### src/rtl/fifo_wr_ctrl_pkg.sv
// fifo_wr_ctrl_pkg: pointer-width and Gray-code helpers shared by the async FIFO blocks
package fifo_wr_ctrl_pkg;
  function automatic int clog2(input int n);
    int r;
    r = 0;
    for (int i = 0; i < 31; i++) if ((1 << i) < n) r = i + 1;
    return r;
  endfunction
  function automatic logic [31:0] bin2gray(input logic [31:0] b);
    return b ^ (b >> 1);
  endfunction
  function automatic logic [31:0] gray2bin(input logic [31:0] g);
    logic [31:0] b;
    b[31] = g[31];
    for (int i = 30; i >= 0; i--) b[i] = b[i+1] ^ g[i];
    return b;
  endfunction
endpackage

### src/rtl/fifo_wr_ctrl_sync.sv
// gray_ptr_sync: two-flop synchronizer for a Gray-coded pointer crossing clock domains
module gray_ptr_sync #(
  parameter int WIDTH = 4
) (
  input  logic             clk,
  input  logic             rst,
  input  logic [WIDTH-1:0] i_d,
  output logic [WIDTH-1:0] o_q
);
  logic [WIDTH-1:0] r_q1, r_q2;
  always_ff @(posedge clk) begin
    if (rst) begin
      r_q1 <= '0;
      r_q2 <= '0;
    end else begin
      r_q1 <= i_d;
      r_q2 <= r_q1;
    end
  end
  assign o_q = r_q2;
endmodule

### src/rtl/fifo_wr_ctrl.sv
// fifo_wr_ctrl: async FIFO write-side controller; drives RAM writes and derives full/occupancy status
module fifo_wr_ctrl
  import fifo_wr_ctrl_pkg::*;
#(
  parameter int DATA_WIDTH = 8,
  parameter int DEPTH      = 16,
  parameter int AF_MARGIN  = 2,
  localparam int AW        = clog2(DEPTH)
) (
  input  logic                  wr_clk,
  input  logic                  wr_rst,
  input  logic                  wr_req,
  input  logic [DATA_WIDTH-1:0] wr_din,
  input  logic [AW:0]           rd_ptr_gray,
  output logic                  mem_wr_en,
  output logic [AW-1:0]         mem_wr_addr,
  output logic [DATA_WIDTH-1:0] mem_wr_data,
  output logic [AW:0]           wr_ptr_gray,
  output logic                  full,
  output logic                  almost_full,
  output logic [AW:0]           wr_count,
  output logic                  overflow
);
  logic [AW:0]           r_wbin, r_gray, r_count;
  logic [AW-1:0]         r_addr;
  logic [DATA_WIDTH-1:0] r_data;
  logic                  r_en, r_full, r_af, r_ovf;
  logic [AW:0]           w_rq2, w_wbin_next, w_wgray_next, w_count_next, w_free_next;
  logic                  w_accept, w_full_next, w_af_next;
  gray_ptr_sync #(.WIDTH(AW + 1)) u_rd_sync (
    .clk(wr_clk),
    .rst(wr_rst),
    .i_d(rd_ptr_gray),
    .o_q(w_rq2)
  );
  // acceptance uses only the registered full, never a look-ahead of the read pointer
  assign w_accept     = wr_req & ~r_full;
  assign w_wbin_next  = r_wbin + (AW + 1)'(w_accept);
  assign w_wgray_next = (AW + 1)'(bin2gray(32'(w_wbin_next)));
  assign w_full_next  = w_wgray_next == {~w_rq2[AW:AW-1], w_rq2[AW-2:0]};
  assign w_count_next = w_wbin_next - (AW + 1)'(gray2bin(32'(w_rq2)));
  assign w_free_next  = (AW + 1)'(DEPTH) - w_count_next;
  assign w_af_next    = w_free_next <= (AW + 1)'(AF_MARGIN);
  always_ff @(posedge wr_clk) begin
    if (wr_rst) begin
      r_wbin  <= '0;
      r_gray  <= '0;
      r_en    <= 1'b0;
      r_addr  <= '0;
      r_data  <= '0;
      r_full  <= 1'b0;
      r_af    <= 1'b0;
      r_count <= '0;
      r_ovf   <= 1'b0;
    end else begin
      r_wbin  <= w_wbin_next;
      r_gray  <= w_wgray_next;
      r_en    <= w_accept;
      if (w_accept) begin
        r_addr <= r_wbin[AW-1:0];
        r_data <= wr_din;
      end
      r_full  <= w_full_next;
      r_af    <= w_af_next;
      r_count <= w_count_next;
      r_ovf   <= r_ovf | (wr_req & r_full);
    end
  end
  assign mem_wr_en   = r_en;
  assign mem_wr_addr = r_addr;
  assign mem_wr_data = r_data;
  assign wr_ptr_gray = r_gray;
  assign full        = r_full;
  assign almost_full = r_af;
  assign wr_count    = r_count;
  assign overflow    = r_ovf;
endmodule

### config.mk
export PLATFORM = sky130hd
export DESIGN_NAME = fifo_wr_ctrl
export DESIGN_NICKNAME = d
export VERILOG_FILES = /design/src/rtl/fifo_wr_ctrl_pkg.sv /design/src/rtl/fifo_wr_ctrl_sync.sv /design/src/rtl/fifo_wr_ctrl.sv
export SDC_FILE = /design/constraint.sdc
export NUM_CORES = 1
export LEC_CHECK = 0
export BUFFER_PORTS_ARGS = -buffer_cell sky130_fd_sc_hd__buf_2
export CAP_MARGIN = 20
export CORE_MARGIN = 2
export CORE_UTILIZATION = 55
export CTS_CLUSTER_DIAMETER = 60
export DETAILED_ROUTE_END_ITERATION = 10
export GPL_TIMING_DRIVEN = 0
export PLACE_DENSITY_LB_ADDON = 0.2
export SYNTH_ARGS = -nofsm -noshare
export SYNTH_HDL_FRONTEND = slang
export SYNTH_HIERARCHICAL = 1
export SYNTH_SLANG_ARGS = --single-unit
### constraint.sdc
create_clock -name wr_clk -period 8.4 [get_ports wr_clk]
set_input_delay 1.26 -clock wr_clk [delete_from_list [all_inputs] [get_ports wr_clk]]
set_output_delay 1.26 -clock wr_clk [all_outputs]
set_load 0.1 [all_outputs]
; ---- After elaboration in Yosys (flattened, before gate mapping)
; Cells that the tools add are included.
[word_totals]
regBits = 41
inputBits = 16
output_inout_bits = 26
wordCells = 26
[op_classes]
n_addsub = 3
order_cmp = 1
n_eq_ne = 1
bitwise_logic = 10
[ops]
columns = op, n
row1 = $add 5x1->5, 1
row2 = $eq 5x5->1, 1
row3 = $le 5x2->1 const B, 1
row4 = $sub 5x5->5, 1
row5 = $sub 5x5->5 const A, 1
row6 = $xor 5x4->5, 1
row7 = $xor 1x1->1, 4
row8 = $and 1x1->1, 2
row9 = $not 2->2, 1
row10 = $not 1->1, 1
row11 = $or 1x1->1, 1

; ---- Depth between registers and ports, before layout
[logic_depth]
ltp_word = 7
mapped_depth = 14
mapped_depth_nobuf = 13

; ---- By module
; Netlist, hierarchy kept.
[modules_own_cells]
columns = mod, n_inst, cells_per_inst, area_each_um2, seq_area_each_um2
row1 = fifo_wr_ctrl, 1, 157, 1386.3, 600.6
row2 = gray_ptr_sync, 1, 20, 262.8, 200.2

; ---- Worst setup path after synthesis
; Ideal clock, no wire load.
[synth_timing]
path_kind = input -> register
from = input wr_req
to = register r_af, in the netlist almost_full
setup_ns = 0.116
arrival_time_ns = 3.661
required_ns = 8.284
path_slack_ns = 4.622
cell_stages = 12
n_path_buf = 1
path_cell_list = nand2b_1 -> inv_1 -> clkbuf_1 -> ha_1 -> ha_1 -> fa_1 -> inv_1 -> ha_1 -> and3_1 -> o21ai_0 -> nor4_1 -> a41o_1
[synth_between]
elab_chain_len = 5
[synth_rtl]
columns = element, line
row1 = "start, declared", fifo_wr_ctrl.sv:12  ; input logic wr_req,
row2 = $and 1x1->1, fifo_wr_ctrl.sv:37  ; assign w_accept = wr_req & ~r_full;
row3 = via w_accept, fifo_wr_ctrl.sv:29  ; logic w_accept, w_full_next, w_af_next;
row4 = $add 5x1->5, fifo_wr_ctrl.sv:38  ; assign w_wbin_next = r_wbin + (AW + 1)'(w_accept);
row5 = via w_wbin_next[1], fifo_wr_ctrl.sv:28  ; logic [AW:0] w_rq2, w_wbin_next, w_wgray_next, w_count_next, w_free_next;
row6 = $sub 5x5->5, fifo_wr_ctrl.sv:41  ; assign w_count_next = w_wbin_next - (AW + 1)'(gray2bin(32'(w_rq2)));
row7 = via w_count_next[1], fifo_wr_ctrl.sv:28
row8 = $sub 5x5->5, fifo_wr_ctrl.sv:42  ; assign w_free_next = (AW + 1)'(DEPTH) - w_count_next;
row9 = $le 5x2->1, fifo_wr_ctrl.sv:43  ; assign w_af_next = w_free_next <= (AW + 1)'(AF_MARGIN);
row10 = "end signal, assigned", fifo_wr_ctrl.sv:64  ; r_af <= w_af_next;
row11 = "end, declared", fifo_wr_ctrl.sv:27  ; logic r_en, r_full, r_af, r_ovf;
; The timed path passes the listed nets, and every way through them passes these cells.
; A chain may end at the register's enable or synchronous reset.

; ---- Final worst setup path
; Same ends and word-level chain as after synthesis.

==> metrics.csv <==
stage,metric,value,unit
cells_and_area,drive_above_1_share,23.5,%
timing,tns,0,ps
timing,fin_crit_sh,47.3,%
logic_synthesis,synth_warnings,6,
power,total_power,501,uW
cells_and_area,antenna_cells,0,
worst_setup_path,r2r_cells,12,
timing,setup_viol,0,
cells_and_area,final_common_cell,buf_2,
power,power_density,253,nW/um2
worst_setup_path,worstSetupEndpointType,flip-flop,
placed_design,pre_cts_ws,4090,ps
grt,grt_antenna_before_repair,0,
clocking,cts_root_buf,clkbuf_4,
logic_synthesis,synth_area,1650,um2
floorplan,num_rows,19,
drt,route.vias.total,1334,
clocking,cts_resized,0,
status,violations,design-rule violations,
clocking,cts_hold_buf,0,
worst_setup_path,crit_fanout,10,
clocking,cts_tree,done,
grt,grt_pass1_wl,5150,um
floorplan,io_pins,42,
clocking,cts_setup_buffers,0,
drt,totalWireLength,3130,um
floorplan,die_width,58.8,um
logic_synthesis,synth-seq-cells,40,
floorplan,die_height,58.8,um
placed_design,io_buffers,41,
worst_setup_path,critical_path_class,input port to flip-flop,
floorplan,die-area,3450,um2
logic_synthesis,syn_avg_cell_area,9.32,um2
logic_synthesis,synth_cells,177,
worst_setup_path,worstSetupStartpointType,input port,
timing,setup_ws,4430,ps
worst_setup_path,worstPathArrival,4270,ps
drt,viasPerCell,5.19,
power,ir_drop,0.000219,V
timing,slew_violations,0,
cells_and_area,nNetsFinal,250,
clocking,clock_latency,350,ps
worst_setup_path,cp.required,8700,ps
cells_and_area,syn_to_final_growth,20.3,%
grt,first_global_vias,1233,
cells_and_area,mostFrequentLayoutCells,"buf_2 (42), dfxtp_1 (40), nand2_1 (28)",
timing,max_freq,252,MHz
run,cap_violations,0,
clocking,cts_buffers,5,
worst_hold_path,min_path_type,flip-flop to flip-flop,
timing,rsz0062_at_grt,false,
drt,drtIter0Drc,39,
drt,drc,1,
timing,clock_skew,10.5,ps
floorplan,start_util,58.8,%
clocking,cts.sinks,40,
drt,wire_per_inst,12.2,um
grt,grt_max_degree,14,
grt,overflow,0,
worst_hold_path,holdPathStages,1,
logic_synthesis,ys_seq_area_share,48.6,%
cells_and_area,fill_cells,242,
clocking,cts_max_level,2,
cells_and_area,regArea,801,um2
logic_synthesis,synth.net_count,202,
timing,slew_headroom,67.1,%
timing,period_minus_slack,3970,ps
floorplan,core,2810,um2
grt,grt_usage,20.4,%
timing,worst_slew_pin_slew,497,ps
timing,hold_viol,0,
cells_and_area,multi_input_area,795,um2
logic_synthesis,synth_cell_type_count,33,
drt,final_antenna_net_count,0,
placed_design,place.gp.congestion,0.803,
drt,dr.pass1.iters,7,
clocking,clk_path_buf_depth,2,
status,status,"complete, but fails checks",
placed_design,dp_hpwl,2410,um
clocking,clkTransAtPathRegs,120,ps
power,leakagePower,0.942,nW
metrics by stage:
stage                     hold WS [ps]  area, um2  utilization (%)  cells
after global placement             421       1890             67.5    249
after CTS                          449       1980             70.7    257
final                              446       1980             70.7    257
after floorplan                    414       1650                -    177
after detailed placement           422       1890             67.5    249
after global routing               463       1980             70.7    257
critical path, stage by stage:
cell and delay [ps]:
buf_2 90, nand2b_1 120, inv_1 140, clkbuf_1 380
ha_1 320, ha_1 370, fa_1 600, inv_1 80
ha_1 310, a21oi_1 190, o21ai_0 110, nor4_1 180
a41o_1 120
path summary, 6_finish.rpt:
kind                          start                to  slack [ps]
setup / recovery             wr_req       almost_full        4430
hold / removal    u_rd_sync/r_q1[4]  u_rd_sync/o_q[4]         450
setup reg to reg               full       almost_full        5000
hold reg to reg   u_rd_sync/r_q1[4]  u_rd_sync/o_q[4]         450
kinds of logic after synthesis:
| group | count (synthesis) | share of synthesized area [%] |
|---|---|---|
| DFF | 40 | 48.6 |
| and+or+nand+nor | 74 | 22.0 |
| AOI/OAI and AO/OA | 22 | 7.51 |
| buffers and inverters | 13 | 3.26 |
| xor gates and xnor gates | 19 | 11.4 |
| adders and majority gates | 9 | 7.28 |
report_power, final:
group	internal [mW]	switching, mW
registers	0.203	0.00487
logic	0.0397	0.120
clock network	0.0713	0.0620
synth_stat cells, drive strengths merged:
cell type  number  area share, %
or2b            1           0.46
xor2            9            5.2
nor4            2            1.1
xnor2           9            4.8
buf             2           0.76
fa              1            1.2
and3            2           0.76
inv             6            1.4
a41o            1           0.61
nand4b          1           0.53
a21o            1           0.46
and2            1           0.38
nand2b          4            1.5
o2111ai         1           0.53
nor2           15            3.4
a21boi          1           0.46
nor3            1           0.30
nor3b           1           0.46
nand2          28            6.4
clkbuf          5            1.1
o21ai           2           0.61
nand4           1           0.38
dfxtp          40             49
nand3           2           0.61
or2             1           0.38
a21oi          16            4.9
ha              8            6.1
nor2b          14            5.3
xnor3           1            1.4
flip-flops by register name, indices dropped and copies added (netlist names):
register,cells
mem_wr_data,8
r_wbin,5
u_rd_sync/o_q,5
u_rd_sync/r_q1,5
wr_count,5
mem_wr_addr,4
wr_ptr_gray,4
almost_full,1
full,1
mem_wr_en,1
overflow,1
layer usage:
| layer | wire [um] | vias up | part of all wire, % | GRT usage [%] |
|---|---|---|---|---|
| met5 | 0 | - | 0 | 0 |
| met1 | 1230 | 606 | 39 | 22.1 |
| met4 | 72 | 0 | 2.3 | 11.4 |
| li1 | - | 669 | - | - |
| met3 | 207 | 9 | 6.6 | 4.84 |
| met2 | 1620 | 50 | 52 | 36.2 |
final cells by class:
type | count | share of cell area [%]
flip-flops and latches | 40 | 40.4
multi-input cells | 124 | 40.1
repair buffers | 41 | 10.3
clock buffers | 6 | 2.59
clock inverters | 2 | 1.96
well taps | 31 | 1.96
plain buffers | 7 | 1.58
inverters | 6 | 1.14
Note: power is estimated with default switching activity, not from simulation.
